## config.mk

```make
export PLATFORM = sky130hd
export DESIGN_NAME = branch_predict_if
export DESIGN_NICKNAME = d
export VERILOG_FILES = /design/src/rtl/branch_predict_if.sv
export SDC_FILE = /design/constraint.sdc
export NUM_CORES = 2
export LEC_CHECK = 0
export BUFFER_PORTS_ARGS = -buffer_cell sky130_fd_sc_hd__buf_2
export CAP_MARGIN = 20
export CORE_MARGIN = 2
export CORE_UTILIZATION = 35
export DETAILED_ROUTE_END_ITERATION = 10
export PLACE_DENSITY_LB_ADDON = 0.2
export SLEW_MARGIN = 20
export SYNTH_ARGS = -nofsm -noshare
export SYNTH_HDL_FRONTEND = slang
export SYNTH_SLANG_ARGS = --single-unit
```

## constraint.sdc

```tcl
create_clock -name clk -period 45.7 [get_ports clk]
set_input_delay 4.57 -clock clk [delete_from_list [all_inputs] [get_ports clk]]
set_output_delay 4.57 -clock clk [all_outputs]
set_load 0.005 [all_outputs]
```

## src/rtl/branch_predict_if.sv

```systemverilog
// branch_predict_if: IF-stage next-PC generator with direct-mapped BTB and 2-bit counters.
// Optional BTB_STATS_EN adds BrCount/MissCount training statistics outputs.
module branch_predict_if #(
  parameter int BTB_ENTRIES = 16,
  parameter logic [31:0] RESET_PC = 32'h0
) (
  input  logic        clk,
  input  logic        rst,
  input  logic        bubbleF,
  input  logic        bubbleE,
  input  logic        BrInstE,
  input  logic        BranchE,
  input  logic        PredictE,
  input  logic [31:0] PCE,
  input  logic [31:0] BrTargetE,
  output logic [31:0] PC_IF,
  output logic        PredictF,
  output logic        MispredictE
`ifdef BTB_STATS_EN
  ,
  output logic [31:0] BrCount,
  output logic [31:0] MissCount
`endif
);
  localparam int IDX = $clog2(BTB_ENTRIES);
  localparam int TW = 30 - IDX;
  logic              valid  [BTB_ENTRIES];
  logic [TW-1:0]     tag    [BTB_ENTRIES];
  logic [31:0]       target [BTB_ENTRIES];
  logic [1:0]        ctr    [BTB_ENTRIES];
  logic [IDX-1:0]    fi, ei;
  logic              fhit, ehit, train;
  logic [31:0]       next_pc;
  assign fi          = PC_IF[IDX+1:2];
  assign ei          = PCE[IDX+1:2];
  assign fhit        = valid[fi] && tag[fi] == PC_IF[31:IDX+2];
  assign ehit        = valid[ei] && tag[ei] == PCE[31:IDX+2];
  assign PredictF    = fhit && ctr[fi][1];
  assign train       = BrInstE && !bubbleE;
  assign MispredictE = train && (BranchE != PredictE);
  always_comb
    next_pc = MispredictE ? (BranchE ? BrTargetE : PCE + 32'd4) :
              PredictF    ? target[fi] : PC_IF + 32'd4;
  // Redirects bypass the fetch stall so a mispredict is never dropped.
  always_ff @(posedge clk or posedge rst)
    if (rst) begin
      PC_IF <= RESET_PC;
      for (int i = 0; i < BTB_ENTRIES; i++) begin
        valid[i]  <= 1'b0;
        tag[i]    <= '0;
        target[i] <= '0;
        ctr[i]    <= 2'b01;
      end
    end else begin
      if (MispredictE || !bubbleF) PC_IF <= next_pc;
      if (train && ehit) begin
        ctr[ei] <= BranchE ? (ctr[ei] == 2'b11 ? 2'b11 : ctr[ei] + 2'd1)
                           : (ctr[ei] == 2'b00 ? 2'b00 : ctr[ei] - 2'd1);
        if (BranchE) target[ei] <= BrTargetE;
      end else if (train && BranchE) begin
        valid[ei]  <= 1'b1;
        tag[ei]    <= PCE[31:IDX+2];
        target[ei] <= BrTargetE;
        ctr[ei]    <= 2'b10;
      end
    end
`ifdef BTB_STATS_EN
  always_ff @(posedge clk or posedge rst)
    if (rst) begin
      BrCount   <= '0;
      MissCount <= '0;
    end else if (train) begin
      BrCount   <= BrCount + 32'd1;
      MissCount <= MissCount + {31'd0, MispredictE};
    end
`endif
endmodule

```

==> impl_metrics.py <==
metrics = {
    "sta": {
        "fmax_ghz": 0.0844,
        "fin_crit_ps": 11840,
        "finalCritPeriodShare_pct": 25.9,
        "max_slew_margin_pct": 27.3,
        "setup_violations": 0,
        "skew_ps": 37.1,
        "rsz0062_at_grt": "false",
        "fin_ws_ps": 33860,
        "tightest_slew_ps": 1090,
        "tns_ps": 0,
        "finalMaxSlewViolations": 0,
        "hold_viol": 0,
    },
    "power": {
        "p_leak_uw": 0.0260,
        "internal_power_uw": 1970,
        "p_switching_uw": 981,
        "seqPwrFrac_pct": 38.8,
        "power_density_mw_per_mm2": 49.7,
        "ir_drop_uv": 40.2,
        "swShare_pct": 33.3,
        "pwr-share-clk_pct": 31.4,
        "combPwrFrac_pct": 29.8,
    },
    "critical_path": {
        "cp_slowest_cell": "clkinv_1",
        "end_kind": "primary output",
        "cp.arrival_ps": 7270,
        "slowest_delay_ps": 810,
        "crit_fanout": 67,
        "crit_type": "input port to primary output",
        "crit_path_start_kind": "input port",
        "crit_chain": "buf_4, xor2_1, nand2_2, clkinv_1, buf_2",
        "required_ps": 41130,
    },
    "die": {
        "initial_utilization_pct": 35.2,
        "coreArea_sq_mm": 0.152,
        "die_area_sq_mm": 0.155,
        "dieHeight_um": 394,
        "num_rows": 143,
        "die_w_um": 394,
        "ios": 105,
    },
    "routing": {
        "vias_per_cell": 5.81,
        "antenna_left": 0,
        "vias": 33700,
        "wl_per_cell_um": 30.4,
        "first_pass_iters": 6,
        "drcViolationCount": 0,
        "drtIter0Drc": 2978,
        "routed_wirelength_um": 176000,
    },
    "clock_tree": {
        "postCtsHoldBufs": 0,
        "root_buffer": "clkbuf_16",
        "clock_path_buffers": 3,
        "htreeDepth": 3,
        "cts_sinks": 1008,
        "tritoncts": "done",
        "numCtsBuffers": 112,
        "clkSlewWorstSetupHoldPaths_ps": 60,
        "post_cts_resize_count": 0,
        "clock_latency_ps": 750,
        "post_cts_buffers": 0,
    },
    "place": {
        "gp_congestion": 0.932,
        "placement.io_buffers": 104,
        "dp_hpwl_um": 107000,
        "dp_cells": 5586,
        "pre_cts_slack_ps": 33820,
    },
    "synthesis": {
        "avgSynthCellArea_sq_um": 14.4,
        "ys_seq_elements": 1008,
        "yosys_warnings": 0,
        "syn-num-nets": 3784,
        "synth_area_sq_mm": 0.0533,
        "synth-main-ff-cell": "dfrtp_1",
        "async_flop_share_pct": 100,
        "yosysUniqueCellTypes": 80,
        "synth-edff-count": 0,
        "yosysSeqAreaShare_pct": 47.4,
        "netlist_instances": 3708,
    },
    "global_routing": {
        "track_usage_pct": 22.6,
        "grt_max_degree": 142,
        "first_global_vias": 34500,
        "antenna_found_initial": 26,
        "grt_first_pass_wirelength_um": 258000,
        "grt_overflow_total": 0,
    },
    "worst_hold_path": {
        "min_path_type": "register to register",
    },
    "run": {
        "cap_violations": 0,
    },
    "outcome": {
        "outcome": "completed",
    },
    "cells_and_area": {
        "fill_cells": 14300,
        "fin_cells": 5791,
        "fin_nets": 3746,
        "fin_util_pct": 39.1,
        "drive_gt1_share_pct": 45.5,
        "final-seq-area_sq_mm": 0.0253,
        "multiInputGateArea_sq_mm": 0.0265,
        "synthToLayoutAreaGrowth_pct": 11.3,
    },
}
==> routing by layer <==
metal / track usage, % / up-vias / share of wire, %
met3: 4.50 / 279 / 6.3
li1: - / 14000 / -
met1: 32.0 / 18400 / 45
met5: 0 / - / 0.053
met2: 35.4 / 1049 / 46
met4: 5.69 / 18 / 2.7
==> sequential cells by signal, summed over array words and instances (netlist names) <==
register  flops
target      512
ctr          32
valid        16
tag         416
PC_IF        32
==> stage by stage <==
stage	power (uW)	hold WS (ps)	cell area (sq um)
after detailed placement	2040	455	55600
final	2950	467	59300
after floorplan	1730	442	53300
after CTS	2970	466	59300
after global routing	3070	485	59300
after global placement	2030	455	55600
==> cell families after synthesis <==
group	after synthesis	synth area share [%]
buffers and inverters	381	3.39
multiplexers	1468	38.9
flip-flops	1008	47.4
AO/OA/AOI/OAI	308	4.08
XOR/XNOR	90	1.48
adder cells (fa/ha/maj)	7	0.155
AND/OR/NAND/NOR	446	4.66
==> Yosys cell counts (7+ instances only) <==
cell type | n | share of area, %
dfrtp_1 | 992 | 47
mux2_2 | 747 | 16
mux4_2 | 332 | 14
clkbuf_1 | 209 | 1.5
mux2i_1 | 199 | 3.7
mux2_4 | 190 | 5.4
nand2_1 | 95 | 0.67
nor2_1 | 70 | 0.49
nand3_1 | 60 | 0.56
a21oi_1 | 57 | 0.54
buf_2 | 57 | 0.54
a22oi_1 | 51 | 0.72
xnor2_1 | 46 | 0.76
o21ai_0 | 44 | 0.41
xor2_1 | 44 | 0.72
inv_1 | 39 | 0.27
nand4_1 | 30 | 0.35
buf_1 | 27 | 0.19
nor3_1 | 27 | 0.25
buf_6 | 24 | 0.51
and3_1 | 22 | 0.26
o22ai_1 | 22 | 0.26
a221oi_1 | 18 | 0.30
nor4_1 | 18 | 0.21
dfstp_2 | 16 | 0.79
nor2b_1 | 16 | 0.19
buf_4 | 14 | 0.20
and4_1 | 13 | 0.21
and2_1 | 12 | 0.14
nand3b_1 | 12 | 0.17
o21ba_2 | 12 | 0.23
a22o_1 | 11 | 0.18
a31oi_1 | 11 | 0.13
or2_1 | 10 | 0.12
a211oi_1 | 9 | 0.13
nor3b_1 | 8 | 0.11
a211o_1 | 7 | 0.11
a32oi_1 | 7 | 0.11
o211ai_1 | 7 | 0.099
or2_2 | 7 | 0.082
or3_1 | 7 | 0.082
==> final timing paths <==
path	start	end	slack, ps	cells past startpoint
hold / removal	ctr[30]	ctr[30]	470	2
hold reg to reg	ctr[30]	ctr[30]	470	2
setup reg to reg	PC_IF[2]	PC_IF[17]	39710	11
min in group asynchronous	rst	target[319]	4050	2
max in group asynchronous	rst	target[402]	38610	5
setup / recovery	BranchE	MispredictE	33860	5
==> placed cells by master (no fill, tap or decap), drive strengths merged, types with 8 or more instances in the layout <==
master / Yosys / routed
dfrtp: 992 / 992
mux2i: 199 / 199
mux4: 332 / 332
o22ai: 22 / 22
nor2: 74 / 74
clkinv: 2 / 25
o21ba: 12 / 12
and2: 12 / 12
and3: 22 / 22
a221oi: 18 / 18
a31oi: 11 / 11
nor3b: 8 / 8
nand2: 96 / 96
a211oi: 9 / 9
nor2b: 16 / 16
a22oi: 53 / 53
nand3b: 12 / 12
buf: 127 / 184
a22o: 11 / 11
dfstp: 16 / 16
or2: 17 / 17
mux2: 937 / 937
nor4: 19 / 19
a21oi: 57 / 57
nand4: 30 / 30
xor2: 44 / 44
and4: 13 / 13
clkbuf: 209 / 170
nor3: 39 / 39
xnor2: 46 / 46
nand3: 60 / 60
inv: 43 / 45
o21ai: 44 / 44
==> power groups by stage <==
| stage | logic, uW | registers [uW] | clock network, uW |
|---|---|---|---|
| after floorplan | 640 | 1090 | 0 |
| after global placement | 875 | 1150 | 0 |
| after detailed placement | 881 | 1160 | 0 |
| after CTS | 884 | 1140 | 947 |
| after global routing | 930 | 1160 | 985 |
| final | 880 | 1140 | 925 |
==> layout make-up <==
cell class | count | area share, %
clock buffers | 170 | 5.57
well taps | 2030 | 4.28
diodes | 1 | 0.00422
repair buffers | 184 | 1.98
clock inverters | 34 | 0.702
flip-flops and latches | 1008 | 42.6
multi-input cells | 2319 | 44.6
inverters | 45 | 0.302
==> worst max-delay path: cells and delay by family <==
kind / cells / cell delay [ps]
buffers and inverters: 3 / 1720
and+or+nand+nor: 1 / 730
xor gates and xnor gates: 1 / 200
Note: power is estimated with default switching activity, not from simulation.
